### src/rtl/mem_arbiter_if.sv
// rtl/mem_arbiter_if.sv - core channel and memory bus signals shared by the arbiter
// master: arbiter side; slave: core pipeline and memory interconnect side.
interface mem_arbiter_if #(
   parameter int ADDR_WIDTH = 32,
   parameter int DATA_WIDTH = 32
);
   logic                  INST_RDEN;
   logic [ADDR_WIDTH-1:0] INST_RIADDR;
   logic [ADDR_WIDTH-1:0] INST_ROADDR;
   logic                  INST_RVALID;
   logic [DATA_WIDTH-1:0] INST_RDATA;
   logic                  DATA_RDEN;
   logic [ADDR_WIDTH-1:0] DATA_RIADDR;
   logic [ADDR_WIDTH-1:0] DATA_ROADDR;
   logic                  DATA_RVALID;
   logic [DATA_WIDTH-1:0] DATA_RDATA;
   logic                  DATA_WREN;
   logic [ADDR_WIDTH-1:0] DATA_WADDR;
   logic [DATA_WIDTH-1:0] DATA_WDATA;
   logic                  MEM_WAIT;
   logic                  MEM_REQ;
   logic                  MEM_WE;
   logic [ADDR_WIDTH-1:0] MEM_ADDR;
   logic [DATA_WIDTH-1:0] MEM_WDATA;
   logic                  MEM_GNT;
   logic                  MEM_RVALID;
   logic [DATA_WIDTH-1:0] MEM_RDATA;

   modport master (
      input  INST_RDEN, INST_RIADDR, DATA_RDEN, DATA_RIADDR,
      input  DATA_WREN, DATA_WADDR, DATA_WDATA,
      input  MEM_GNT, MEM_RVALID, MEM_RDATA,
      output INST_ROADDR, INST_RVALID, INST_RDATA,
      output DATA_ROADDR, DATA_RVALID, DATA_RDATA,
      output MEM_WAIT, MEM_REQ, MEM_WE, MEM_ADDR, MEM_WDATA
   );

   modport slave (
      output INST_RDEN, INST_RIADDR, DATA_RDEN, DATA_RIADDR,
      output DATA_WREN, DATA_WADDR, DATA_WDATA,
      output MEM_GNT, MEM_RVALID, MEM_RDATA,
      input  INST_ROADDR, INST_RVALID, INST_RDATA,
      input  DATA_ROADDR, DATA_RVALID, DATA_RDATA,
      input  MEM_WAIT, MEM_REQ, MEM_WE, MEM_ADDR, MEM_WDATA
   );
endinterface

### src/rtl/mem_arbiter.sv
// rtl/mem_arbiter.sv - fixed-priority batch arbiter of three core channels onto one memory bus
// Requests are captured in IDLE/DONE and served write, data read, instruction read.
module mem_arbiter #(
   parameter int ADDR_WIDTH = 32,
   parameter int DATA_WIDTH = 32
) (
   input  logic          CLK,
   input  logic          RST,
   mem_arbiter_if.master bus
);
   typedef enum logic [1:0] {IDLE, REQ, RESP, DONE} state_t;

   state_t                r_state;
   logic                  r_pend_w;
   logic                  r_pend_dr;
   logic                  r_pend_ir;
   logic                  r_srv_dr;
   logic                  r_srv_ir;
   logic [ADDR_WIDTH-1:0] r_waddr;
   logic [ADDR_WIDTH-1:0] r_draddr;
   logic [ADDR_WIDTH-1:0] r_iraddr;
   logic [DATA_WIDTH-1:0] r_wdata;
   logic [ADDR_WIDTH-1:0] r_inst_roaddr;
   logic [ADDR_WIDTH-1:0] r_data_roaddr;
   logic [DATA_WIDTH-1:0] r_inst_rdata;
   logic [DATA_WIDTH-1:0] r_data_rdata;

   logic w_in_req;
   logic w_any_en;
   logic w_rd_done;
   logic w_more_after_rd;

   assign w_in_req  = (r_state == REQ);
   assign w_any_en  = bus.DATA_WREN | bus.DATA_RDEN | bus.INST_RDEN;
   // A read only starts once the write is gone, so the in-flight read is DR if pending, else IR.
   assign w_rd_done = (w_in_req && bus.MEM_GNT && !r_pend_w && bus.MEM_RVALID) ||
                      ((r_state == RESP) && bus.MEM_RVALID);
   assign w_more_after_rd = r_pend_dr & r_pend_ir;

   always_ff @(posedge CLK) begin
      if (RST) begin
         r_state       <= IDLE;
         r_pend_w      <= 1'b0;
         r_pend_dr     <= 1'b0;
         r_pend_ir     <= 1'b0;
         r_srv_dr      <= 1'b0;
         r_srv_ir      <= 1'b0;
         r_waddr       <= '0;
         r_draddr      <= '0;
         r_iraddr      <= '0;
         r_wdata       <= '0;
         r_inst_roaddr <= '0;
         r_data_roaddr <= '0;
         r_inst_rdata  <= '0;
         r_data_rdata  <= '0;
      end else begin
         case (r_state)
            IDLE, DONE: begin
               r_pend_w  <= bus.DATA_WREN;
               r_pend_dr <= bus.DATA_RDEN;
               r_pend_ir <= bus.INST_RDEN;
               r_waddr   <= bus.DATA_WADDR;
               r_wdata   <= bus.DATA_WDATA;
               r_draddr  <= bus.DATA_RIADDR;
               r_iraddr  <= bus.INST_RIADDR;
               r_srv_dr  <= 1'b0;
               r_srv_ir  <= 1'b0;
               r_state   <= w_any_en ? REQ : IDLE;
            end
            REQ: begin
               if (bus.MEM_GNT) begin
                  if (r_pend_w) begin
                     r_pend_w <= 1'b0;
                     r_state  <= (r_pend_dr | r_pend_ir) ? REQ : DONE;
                  end else if (bus.MEM_RVALID) begin
                     r_state <= w_more_after_rd ? REQ : DONE;
                  end else begin
                     r_state <= RESP;
                  end
               end
            end
            RESP: begin
               if (bus.MEM_RVALID) begin
                  r_state <= w_more_after_rd ? REQ : DONE;
               end
            end
            default: r_state <= IDLE;
         endcase

         if (w_rd_done) begin
            if (r_pend_dr) begin
               r_pend_dr     <= 1'b0;
               r_srv_dr      <= 1'b1;
               r_data_rdata  <= bus.MEM_RDATA;
               r_data_roaddr <= r_draddr;
            end else begin
               r_pend_ir     <= 1'b0;
               r_srv_ir      <= 1'b1;
               r_inst_rdata  <= bus.MEM_RDATA;
               r_inst_roaddr <= r_iraddr;
            end
         end
      end
   end

   // Bus outputs decode registered state only, so they hold steady while a grant is awaited.
   assign bus.MEM_WAIT    = (r_state == REQ) || (r_state == RESP);
   assign bus.MEM_REQ     = w_in_req;
   assign bus.MEM_WE      = w_in_req & r_pend_w;
   assign bus.MEM_ADDR    = !w_in_req ? '0 :
                            r_pend_w  ? r_waddr :
                            r_pend_dr ? r_draddr : r_iraddr;
   assign bus.MEM_WDATA   = (w_in_req & r_pend_w) ? r_wdata : '0;
   assign bus.INST_RVALID = (r_state == DONE) & r_srv_ir;
   assign bus.DATA_RVALID = (r_state == DONE) & r_srv_dr;
   assign bus.INST_ROADDR = r_inst_roaddr;
   assign bus.INST_RDATA  = r_inst_rdata;
   assign bus.DATA_ROADDR = r_data_roaddr;
   assign bus.DATA_RDATA  = r_data_rdata;
endmodule

### src/flat_wrapper.sv
// flat-port wrapper written by rule: the top's interface ports become plain ports
module mem_arbiter_flat 
#(
   parameter int ADDR_WIDTH = 32,
   parameter int DATA_WIDTH = 32
)
  (CLK, RST, bus_INST_RDEN, bus_INST_RIADDR, bus_DATA_RDEN, bus_DATA_RIADDR, bus_DATA_WREN, bus_DATA_WADDR, bus_DATA_WDATA, bus_MEM_GNT, bus_MEM_RVALID, bus_MEM_RDATA, bus_INST_ROADDR, bus_INST_RVALID, bus_INST_RDATA, bus_DATA_ROADDR, bus_DATA_RVALID, bus_DATA_RDATA, bus_MEM_WAIT, bus_MEM_REQ, bus_MEM_WE, bus_MEM_ADDR, bus_MEM_WDATA);
  mem_arbiter_if #(.ADDR_WIDTH(ADDR_WIDTH), .DATA_WIDTH(DATA_WIDTH)) bus_i ();
  input  logic CLK;
  input  logic RST;
  input wire logic [$bits(bus_i.INST_RDEN)-1:0] bus_INST_RDEN;
  input wire logic [$bits(bus_i.INST_RIADDR)-1:0] bus_INST_RIADDR;
  input wire logic [$bits(bus_i.DATA_RDEN)-1:0] bus_DATA_RDEN;
  input wire logic [$bits(bus_i.DATA_RIADDR)-1:0] bus_DATA_RIADDR;
  input wire logic [$bits(bus_i.DATA_WREN)-1:0] bus_DATA_WREN;
  input wire logic [$bits(bus_i.DATA_WADDR)-1:0] bus_DATA_WADDR;
  input wire logic [$bits(bus_i.DATA_WDATA)-1:0] bus_DATA_WDATA;
  input wire logic [$bits(bus_i.MEM_GNT)-1:0] bus_MEM_GNT;
  input wire logic [$bits(bus_i.MEM_RVALID)-1:0] bus_MEM_RVALID;
  input wire logic [$bits(bus_i.MEM_RDATA)-1:0] bus_MEM_RDATA;
  output wire logic [$bits(bus_i.INST_ROADDR)-1:0] bus_INST_ROADDR;
  output wire logic [$bits(bus_i.INST_RVALID)-1:0] bus_INST_RVALID;
  output wire logic [$bits(bus_i.INST_RDATA)-1:0] bus_INST_RDATA;
  output wire logic [$bits(bus_i.DATA_ROADDR)-1:0] bus_DATA_ROADDR;
  output wire logic [$bits(bus_i.DATA_RVALID)-1:0] bus_DATA_RVALID;
  output wire logic [$bits(bus_i.DATA_RDATA)-1:0] bus_DATA_RDATA;
  output wire logic [$bits(bus_i.MEM_WAIT)-1:0] bus_MEM_WAIT;
  output wire logic [$bits(bus_i.MEM_REQ)-1:0] bus_MEM_REQ;
  output wire logic [$bits(bus_i.MEM_WE)-1:0] bus_MEM_WE;
  output wire logic [$bits(bus_i.MEM_ADDR)-1:0] bus_MEM_ADDR;
  output wire logic [$bits(bus_i.MEM_WDATA)-1:0] bus_MEM_WDATA;
  assign bus_i.INST_RDEN = bus_INST_RDEN;
  assign bus_i.INST_RIADDR = bus_INST_RIADDR;
  assign bus_i.DATA_RDEN = bus_DATA_RDEN;
  assign bus_i.DATA_RIADDR = bus_DATA_RIADDR;
  assign bus_i.DATA_WREN = bus_DATA_WREN;
  assign bus_i.DATA_WADDR = bus_DATA_WADDR;
  assign bus_i.DATA_WDATA = bus_DATA_WDATA;
  assign bus_i.MEM_GNT = bus_MEM_GNT;
  assign bus_i.MEM_RVALID = bus_MEM_RVALID;
  assign bus_i.MEM_RDATA = bus_MEM_RDATA;
  assign bus_INST_ROADDR = bus_i.INST_ROADDR;
  assign bus_INST_RVALID = bus_i.INST_RVALID;
  assign bus_INST_RDATA = bus_i.INST_RDATA;
  assign bus_DATA_ROADDR = bus_i.DATA_ROADDR;
  assign bus_DATA_RVALID = bus_i.DATA_RVALID;
  assign bus_DATA_RDATA = bus_i.DATA_RDATA;
  assign bus_MEM_WAIT = bus_i.MEM_WAIT;
  assign bus_MEM_REQ = bus_i.MEM_REQ;
  assign bus_MEM_WE = bus_i.MEM_WE;
  assign bus_MEM_ADDR = bus_i.MEM_ADDR;
  assign bus_MEM_WDATA = bus_i.MEM_WDATA;
  mem_arbiter #(.ADDR_WIDTH(ADDR_WIDTH), .DATA_WIDTH(DATA_WIDTH)) u_core (.CLK(CLK), .RST(RST), .bus(bus_i));
endmodule
### config.mk
export PLATFORM = sky130hd
export DESIGN_NAME = mem_arbiter_flat
export DESIGN_NICKNAME = d
export VERILOG_FILES = /design/src/rtl/mem_arbiter_if.sv /design/src/rtl/mem_arbiter.sv /design/src/flat_wrapper.sv
export SDC_FILE = /design/constraint.sdc
export NUM_CORES = 1
export LEC_CHECK = 0
export BUFFER_PORTS_ARGS = -buffer_cell sky130_fd_sc_hd__buf_2
export CAP_MARGIN = 10
export CORE_MARGIN = 4
export CORE_UTILIZATION = 34
export DETAILED_ROUTE_END_ITERATION = 8
export SYNTH_ARGS = -nofsm -noshare
export SYNTH_HDL_FRONTEND = slang
export SYNTH_SLANG_ARGS = --single-unit
### constraint.sdc
create_clock -name CLK -period 1.8 [get_ports CLK]
set_input_delay 0.18 -clock CLK [delete_from_list [all_inputs] [get_ports CLK]]
set_output_delay 0.18 -clock CLK [all_outputs]
set_load 0.005 [all_outputs]
==> reports/qor.yml, run 1 <==
detailed_routing:
  drt_iter0_drc: 548
  drt-total-wl_um: 44100
  via_per_inst: 4.97
  drt_pass1_iterations: 4
  drc_errors: 0
  drtAntennaViolNets: 0
  wl_per_cell_um: 20.3
  vias: 10760
finish:
  syn2layout_area_growth_pct: 75.2
  final_layout_size_suffix_gt1_frac: 0.455
  fin_cells: 2166
  fin_nets: 1922
global_routing:
  globalRouteTotalUtil: 0.205
  antenna_found_initial: 3
  grt_remaining_overflow: 0
  grt_pass1_vias: 10308
  grt_max_degree: 69
  grt_pass1_wl_um: 55900
critical_path:
  startpoint_type: "flip-flop"
  r2r-start: "u_core.r_state[1]$_SDFFE_PP0P_"
  crit_start: "u_core.r_pend_dr$_SDFF_PP0_"
  worstPathRequired_ps: 1620
  crit_type: "flip-flop to output pin"
  critPathCaptureType: "output pin"
  arrival_ps: 1800
  crit_fanout: 13
timing:
  report.final.setup_viol: 189
  fin_crit_ps: 1980
  slew-limit-headroom: 0.664
  post-route-period-util: 1.10
  whs_ps: 109
  report.final.slew_viol_count: 0
  worst_clock_skew_ps: 12.4
  max_slew.worst_pin.slew_ps: 504
  layout_setup_ws_ps: -184
  fmax_mhz: 504
  rsz0062_at_grt: "yes"
  hold_viol_final: 0
  tns_ps: -18110
synth:
  async_flop_share: 0
  yosysTopAreaCell: "dfxtp_1"
  synth.ff_latch_count: 263
  syn_avg_cell_area_um2: 8.64
  synthCells: 1198
  synth_edf_count: 0
  post-synth-top-count-cell: "dfxtp_1"
  synth_common_cells: "263 x dfxtp_1, 259 x nand2_1, 194 x nor2_1, 164 x mux2i_1, 163 x a21oi_1"
  yosysWarnings: 0
  syn_nets: 1368
  ys_types: 31
  synthTopCellsByArea: "dfxtp_1 51%, mux2i_1 16%, nand2_1 9.4%"
  synth_flop_cell: "dfxtp_1"
  ys_seq_area_frac: 0.509
  synth_top_area_share: 0.509
  netlist_area_mm2: 0.0103
min_path:
  hold_path_startpoint: "bus_MEM_GNT"
  holdCritPathClass: "primary input to flip-flop"
clock_tree:
  cts_sinks: 263
  cts.clk_slew.worst_paths_ps: 60
  htree_levels: 1
  cts_root_buffer: "clkbuf_16"
  cts_buffer_depth: 3
  cts-buffers-inserted: 29
  clock_latency_ps: 540
  cts_tree: "done"
floorplanning:
  start_util: 0.347
  die_w_um: 182
  pin_count: 364
  die_h_um: 182
  die_area_mm2: 0.0333
  num_rows: 63
  core_mm2: 0.0298
run_status:
  violations: "setup timing"
  status: "finished with violations"
place:
  dp_hpwl_um: 22600
  placedCellCount: 1894
  port_buffers: 363
  gp_congestion: 0.821
pwr:
  ir_drop_v: 0.000857
  powerDensity_mw_per_mm2: 1350
  p_leak_nw: 8.92
run:
  maxCapViolCount: 0
==> registers in the layout, summed over array words and instances, names as in the netlist <==
| name | count |
|---|---|
| u_core.r_pend_w | 1 |
| u_core.r_pend_ir | 1 |
| u_core.r_srv_ir | 1 |
| u_core.r_wdata | 32 |
| u_core.bus.INST_ROADDR | 32 |
| u_core.r_draddr | 32 |
| u_core.r_waddr | 32 |
| u_core.r_state | 2 |
| u_core.bus.DATA_ROADDR | 32 |
| u_core.r_iraddr | 32 |
| u_core.bus.DATA_RDATA | 32 |
| u_core.r_pend_dr | 1 |
| u_core.r_srv_dr | 1 |
| u_core.bus.INST_RDATA | 32 |
==> stage by stage <==
step,power (mW),cell area [µm²],setup slack [ps],utilization
6_report,24.5,18100,-184,0.608
5_1_grt,25.7,18100,-251,0.608
4_1_cts,22.6,15800,-205,0.532
3_5_place_dp,15.1,12800,60.1,0.428
3_3_place_gp,15.0,12800,147,0.428
2_1_floorplan,12.5,10300,242,-
==> critical path, stage by stage (launching register included) <==
cell and delay, ps:
dfxtp_4 410, buf_12 180, mux2i_4 270, nor2_2 50, a21oi_2 160, nor2_4 50
buf_2 120
==> area by class of cell <==
class	instances	area (µm²)
diodes	3	7.51
clock buffers	39	823
clock inverters	13	144
fillers	2403	11700
inverters	5	31.3
multi-input cells	837	6070
flip-flops and latches	263	5280
well taps	390	488
repair buffers	616	5280
==> final timing paths <==
check | end | slack [ps] | depth (start not counted)
worst min register to register | u_core.bus.DATA_RDATA[15]$_SDFFE_PP0P_ | 450 | 2
worst max register to register | u_core.bus.DATA_RDATA[30]$_SDFFE_PP0P_ | -160 | 11
worst min-delay path | u_core.r_state[1]$_SDFFE_PP0P_ | 110 | 4
worst max-delay path | bus_MEM_ADDR[22] | -180 | 6
==> per-layer routing <==
layer  up-vias  global-route usage  routed length [µm]
li1       5074                   -                   -
met1      5187               0.254               18000
met2       391               0.359               21900
met3       108              0.0403                2480
met4         0              0.0651                1720
met5         -                   0                   0
==> where the power goes <==
group | internal (mW) | switching, mW
Sequential | 6.93 | 0.980
Combinational | 5.24 | 5.33
Clock | 3.62 | 2.43
Total | 15.8 | 8.74
==> layout by cell type (no fill, tap or decap), types with 2 or more instances in the layout <==
| cell | netlist | final |
|---|---|---|
| buf_2 | 29 | 347 |
| dfxtp_1 | 263 | 259 |
| nor2_1 | 194 | 181 |
| dlygate4sd3_1 | 0 | 163 |
| mux2i_1 | 164 | 161 |
| a21oi_2 | 1 | 114 |
| nand2_1 | 259 | 112 |
| nand2_4 | 0 | 98 |
| clkbuf_16 | 0 | 52 |
| a21oi_1 | 163 | 49 |
| nand2_2 | 0 | 49 |
| buf_12 | 0 | 33 |
| buf_6 | 8 | 25 |
| and3_1 | 32 | 18 |
| and3_4 | 0 | 14 |
| buf_4 | 14 | 12 |
| clkinv_2 | 0 | 9 |
| buf_16 | 0 | 9 |
| nor2_4 | 0 | 7 |
| clkbuf_8 | 0 | 7 |
| nor2_2 | 0 | 6 |
| clkbuf_1 | 42 | 4 |
| diode_2 | 0 | 3 |
| and2_1 | 3 | 3 |
| bufinv_16 | 0 | 3 |
| buf_8 | 0 | 3 |
| dfxtp_4 | 0 | 3 |
| inv_1 | 4 | 2 |
| mux2i_2 | 0 | 2 |
| inv_4 | 0 | 2 |
| a21bo_4 | 0 | 2 |
| o22ai_1 | 2 | 2 |
| nor3_1 | 2 | 2 |
| ha_4 | 0 | 2 |
==> cells by family (layout without fill, tap and decap cells) <==
logic type | Yosys count | count (layout) | synth area share
compound gates | 174 | 175 | 0.0872
mux | 164 | 164 | 0.159
simple gates | 495 | 495 | 0.191
buf+inv | 99 | 673 | 0.0503
fa+ha+maj | 3 | 3 | 0.00363
flops | 263 | 263 | 0.509
other cells | 0 | 3 | 0
==> repair_timing <==
action	in CTS	in global routing
hold buffers	163	0
gates resized for setup	70	401
hold endpoints to repair	195	0
buffers inserted	8	4
cloned	6	36
endpoints found under the setup margin	67	199
pin swaps	9	192
Power figures use the tool's default switching activity.
==> inputs of run 2 (changes only) <==
--- a/config.mk
+++ b/config.mk
@@ -9,6 +9,7 @@
 export CAP_MARGIN = 10
 export CORE_MARGIN = 4
 export CORE_UTILIZATION = 34
+export CTS_BUF_LIST = sky130_fd_sc_hd__clkbuf_2
 export DETAILED_ROUTE_END_ITERATION = 8
 export SYNTH_ARGS = -nofsm -noshare
 export SYNTH_HDL_FRONTEND = slang
==> reports/qor.yml, run 2 (synthesis results as in run 1) <==
pwr:
  ir_drop_v: 0.000623
  switching_share: 0.377
  powerDensity_mw_per_mm2: 1320
  pwr-share-clk: 0.179
  seqPwrFrac: 0.345
  p_leak_nw: 8.27
  power_switching_mw: 8.48
  combinationalPowerShare: 0.476
  p_int_mw: 14.0
global_routing:
  grt_remaining_overflow: 0
  globalRouteTotalUtil: 0.207
  grt_pass1_vias: 10582
  grt_pass1_wl_um: 56100
  antenna_found_initial: 4
  grt_max_degree: 69
finish:
  final_layout_size_suffix_gt1_frac: 0.398
  multi_input_area_mm2: 0.00534
  register_area_mm2: 0.00528
  n_fill_cell: 2617
  fin_nets: 1976
  final_cell_mix: "344 x buf_2, 259 x dfxtp_1, 206 x nand2_1"
  syn2layout_area_growth_pct: 64.4
  final_common_cell: "buf_2"
  fin_cells: 2245
  fin_area_mm2: 0.0170
timing:
  rsz0062_at_grt: "yes"
  max_slew.worst_pin.slew_ps: 502
  tns_ps: -27420
  layout_setup_ws_ps: -478
  fin_crit_ps: 2280
  worst_clock_skew_ps: 56.2
  post-route-period-util: 1.27
  fmax_mhz: 439
  report.final.slew_viol_count: 0
  hold_viol_final: 0
  slew-limit-headroom: 0.666
  report.final.setup_viol: 149
  whs_ps: 98.8
floorplanning:
  pin_count: 364
  core_mm2: 0.0298
  die_h_um: 182
  num_rows: 63
  die_area_mm2: 0.0333
  start_util: 0.347
  die_w_um: 182
critical_path:
  crit_type: "flip-flop to output pin"
  reg2reg_depth: 9
  critPathCaptureType: "output pin"
  worstPathRequired_ps: 1620
  startpoint_type: "flip-flop"
  arrival_ps: 2100
  crit_fanout: 13
clock_tree:
  cts-buffers-inserted: 72
  cts_sinks: 263
  cts_tree: "done"
  cts_buffer_depth: 3
  cts.clk_slew.worst_paths_ps: 100
  cts_root_buffer: "clkbuf_2"
  clock_latency_ps: 850
  htree_levels: 3
place:
  dpl-instance-area_mm2: 0.0128
  dp_hpwl_um: 22600
  placedCellCount: 1894
  port_buffers: 363
  gp_congestion: 0.821
detailed_routing:
  vias: 10903
  via_per_inst: 4.86
  drtAntennaViolNets: 0
  drt_iter0_drc: 599
  drt_pass1_iterations: 4
  drc_errors: 0
  wl_per_cell_um: 19.0
  drt-total-wl_um: 42600
run_status:
  violations: "setup timing"
  status: "finished with violations"
min_path:
  whs_path_depth: 4
  holdCritPathClass: "primary input to flip-flop"
run:
  maxCapViolCount: 0
run 2: cell count changes in the layout (fill, tap and decap cells not counted), sizes merged, moves of 2 or more:
cell,before,now
clkbuf,63,126
dlygate4sd3,163,168
clkinv,9,11
bufinv,3,0
buf,429,440
run 2: power by group through the flow:
| stage | registers (mW) | logic (mW) | clock network [mW] |
|---|---|---|---|
| floorplan | 7.52 | 5.01 | 0 |
| global placement | 7.73 | 7.27 | 0 |
| detailed placement | 7.75 | 7.34 | 0 |
| CTS | 7.64 | 8.46 | 4.16 |
| global route | 7.89 | 11.4 | 4.51 |
| finish | 7.77 | 10.7 | 4.02 |
run 2: final timing paths:
check	from	endpoint	slack, ps
setup / recovery	u_core.r_pend_dr$_SDFF_PP0_	bus_MEM_ADDR[22]	-480
hold reg to reg	u_core.r_iraddr[24]$_SDFFE_PP0N_	u_core.bus.INST_ROADDR[24]$_SDFFE_PP0P_	440
setup reg to reg	u_core.r_state[1]$_SDFFE_PP0P_	u_core.bus.DATA_RDATA[24]$_SDFFE_PP0P_	-70
hold / removal	bus_INST_RIADDR[25]	u_core.r_iraddr[25]$_SDFFE_PP0N_	100
run 2: layer usage:
metal / up-vias / routed length, µm / track usage
li1: 5227 / - / -
met2: 457 / 20800 / 0.355
met4: 0 / 1320 / 0.0799
met5: - / 0 / 0
met1: 5121 / 17600 / 0.250
met3: 98 / 2850 / 0.0544
run 2: through the flow:
stage	worst slack, ps	util	total power [mW]
final	-478	0.571	22.5
after global routing	-657	0.571	23.8
after CTS	-566	0.515	20.3
after detailed placement	60.1	0.428	15.1
after global placement	147	0.428	15.0
after floorplan	242	-	12.5
run 2: final cells by class:
class / instances / share of cell area
multi-input combinational: 836 / 0.314
inverter: 5 / 0.00235
tap: 390 / 0.0287
clock buffer: 106 / 0.0312
timing repair buffer: 628 / 0.310
sequential: 263 / 0.310
clock inverter: 13 / 0.00294
antenna: 4 / 0.000588
run 2: critical path, stage by stage, from the launching register on:
cell	delay, ps
dfxtp_4	420
buf_12	170
mux2i_4	270
nor2_2	60
a21oi_2	160
nor2_4	50
buf_2	120
run 2: repair_timing:
item,4_1_cts,5_1_grt
cloned,3,31
hold endpoints to repair,246,0
hold buffers,168,0
endpoints found under the setup margin,69,166
resized for setup,51,226
pin swaps,2,80
buffers inserted,9,19
==> inputs of run 3 (changes only) <==
--- a/config.mk
+++ b/config.mk
@@ -11,6 +11,7 @@
 export CORE_UTILIZATION = 34
 export CTS_BUF_LIST = sky130_fd_sc_hd__clkbuf_2
 export DETAILED_ROUTE_END_ITERATION = 8
+export MAX_ROUTING_LAYER = met4
 export SYNTH_ARGS = -nofsm -noshare
 export SYNTH_HDL_FRONTEND = slang
 export SYNTH_SLANG_ARGS = --single-unit
==> constraint.sdc (replaced) <==
create_clock -name CLK -period 2.1 [get_ports CLK]
set_input_delay 0.21 -clock CLK [delete_from_list [all_inputs] [get_ports CLK]]
set_output_delay 0.21 -clock CLK [all_outputs]
set_load 0.005 [all_outputs]
==> reports/qor.yml, run 3 (synthesis results as in run 1) <==
global_routing:
  grt_max_degree: 76
  grt_pass1_wl_um: 56500
  globalRouteTotalUtil: 0.216
  use_met2: 0.350
  use_met3: 0.0460
  antenna_found_initial: 1
  use_met1: 0.257
  grt_remaining_overflow: 0
  busiest_layer: "met2"
  grt_pass1_vias: 10741
run:
  maxCapViolCount: 0
detailed_routing:
  drt-total-wl_um: 36900
  drtAntennaViolNets: 0
  drc_errors: 0
  drt_iter0_drc: 386
  vias: 10569
  wl_per_cell_um: 16.9
  via_per_inst: 4.83
  drt_pass1_iterations: 5
finish:
  syn2layout_area_growth_pct: 51.2
  final_common_cell: "buf_2"
  final_layout_size_suffix_gt1_frac: 0.320
  fin_nets: 1920
  final_cell_mix: "327 x buf_2, 259 x nand2_1, 259 x dfxtp_1"
  fin_cells: 2188
place:
  port_buffers: 363
  placedCellCount: 1882
  dp_hpwl_um: 22300
  gp_congestion: 0.808
  pre_cts_ws_ps: 379
timing:
  max_slew.worst_pin.slew_ps: 601
  slew-limit-headroom: 0.599
  worst_clock_skew_ps: 59.7
  tns_ps: -4080
  layout_setup_ws_ps: -143
  whs_ps: 184
  report.final.setup_viol: 58
  post-route-period-util: 1.07
  fmax_mhz: 446
  hold_viol_final: 0
  fin_crit_ps: 2240
  rsz0062_at_grt: "yes"
  report.final.slew_viol_count: 0
clock_tree:
  cts_tree: "done"
  cts_root_buffer: "clkbuf_2"
  htree_levels: 3
  cts.clk_slew.worst_paths_ps: 120
  cts_buffer_depth: 3
  cts-buffers-inserted: 71
  cts_sinks: 263
  clock_latency_ps: 790
run_status:
  violations: "setup timing"
  status: "finished with violations"
pwr:
  p_total_mw: 17.3
  ir_drop_v: 0.000704
  p_leak_nw: 7.42
  powerDensity_mw_per_mm2: 1100
floorplanning:
  die_h_um: 182
  pin_count: 364
  core_mm2: 0.0298
  num_rows: 63
  die_area_mm2: 0.0333
  start_util: 0.347
  die_w_um: 182
critical_path:
  reg2reg_depth: 11
  crit_fanout: 8
  critPathCaptureType: "output pin"
  worstPathRequired_ps: 1890
  crit_path_top_delay_cell: "dfxtp_4"
  path_cells: "buf_12 > buf_16 > mux2i_1 > nor2_1 > a21oi_1 > nor2_1 > buf_2"
  startpoint_type: "flip-flop"
  crit_type: "flip-flop to output pin"
  arrival_ps: 2030
  cp_common_cell: "nor2_1"
  worst_path_largest_cell_delay_ps: 420
min_path:
  whs_path_depth: 4
  holdCritPathClass: "primary input to flip-flop"
==> run 3: changes by cell type in the layout (fill, tap and decap cells not counted), moves of 12 or more <==
cell / delta
and3_4: +18
buf_12: -12
nand2_1: +53
a21oi_1: +63
nor2_1: +12
buf_2: -17
nand2_2: -21
a21oi_2: -63
nand2_4: -32
and3_1: -18
clkbuf_16: -17
==> run 3: power by group <==
| part | switching, mW | internal, mW | leakage (nW) | total [mW] |
|---|---|---|---|---|
| logic | 3.64 | 3.39 | 4.77 | 7.04 |
| clock network | 2.14 | 1.47 | 0.489 | 3.62 |
| registers | 0.682 | 5.93 | 2.15 | 6.62 |
==> run 3: stage by stage <==
stage | cell area, µm² | util
after global routing | 15600 | 0.525
after CTS | 15400 | 0.518
final | 15600 | 0.525
after floorplan | 10300 | -
after detailed placement | 12500 | 0.421
after global placement | 12500 | 0.421
==> run 3: path summary, 6_finish.rpt <==
path | start | end | slack [ps]
min | bus_DATA_WADDR[23] | u_core.r_waddr[23]$_SDFFE_PP0N_ | 180
max | u_core.r_pend_dr$_SDFF_PP0_ | bus_MEM_ADDR[13] | -140
min reg2reg | u_core.r_iraddr[30]$_SDFFE_PP0N_ | u_core.bus.INST_ROADDR[30]$_SDFFE_PP0P_ | 410
max reg2reg | u_core.r_state[1]$_SDFFE_PP0P_ | u_core.bus.DATA_RDATA[24]$_SDFFE_PP0P_ | 80
==> run 3: final cells by class <==
class                   count  area (µm²)
repair buffers            573        4400
inverters                   5        18.8
well taps                 390         488
flip-flops and latches    263        5280
multi-input cells         836        4820
clock buffers             107         536
fillers                  2725       14200
diodes                      1        2.50
clock inverters            13        93.8
==> run 3: what timing repair did <==
action,in CTS,in global routing
gates cloned,5,3
setup endpoints to repair,67,65
resized for setup,70,34
buffers inserted,9,4
endpoints found under the hold margin,233,0
pin swaps,24,24
hold buffers,166,0
==> run 3: critical path: cells and delay by family (launching register included) <==
| family | cells | cell delay, ps |
|---|---|---|
| compound gates | 1 | 130 |
| buf+inv | 3 | 410 |
| flops | 1 | 420 |
| mux | 1 | 190 |
| simple gates | 2 | 120 |
==> run 3: layer usage <==
layer	wire [µm]	up-vias	share of wire
met4	1470	0	0.040
met5	0	-	0
met3	2550	115	0.069
met1	15300	4933	0.41
met2	17600	428	0.48
li1	-	5093	-
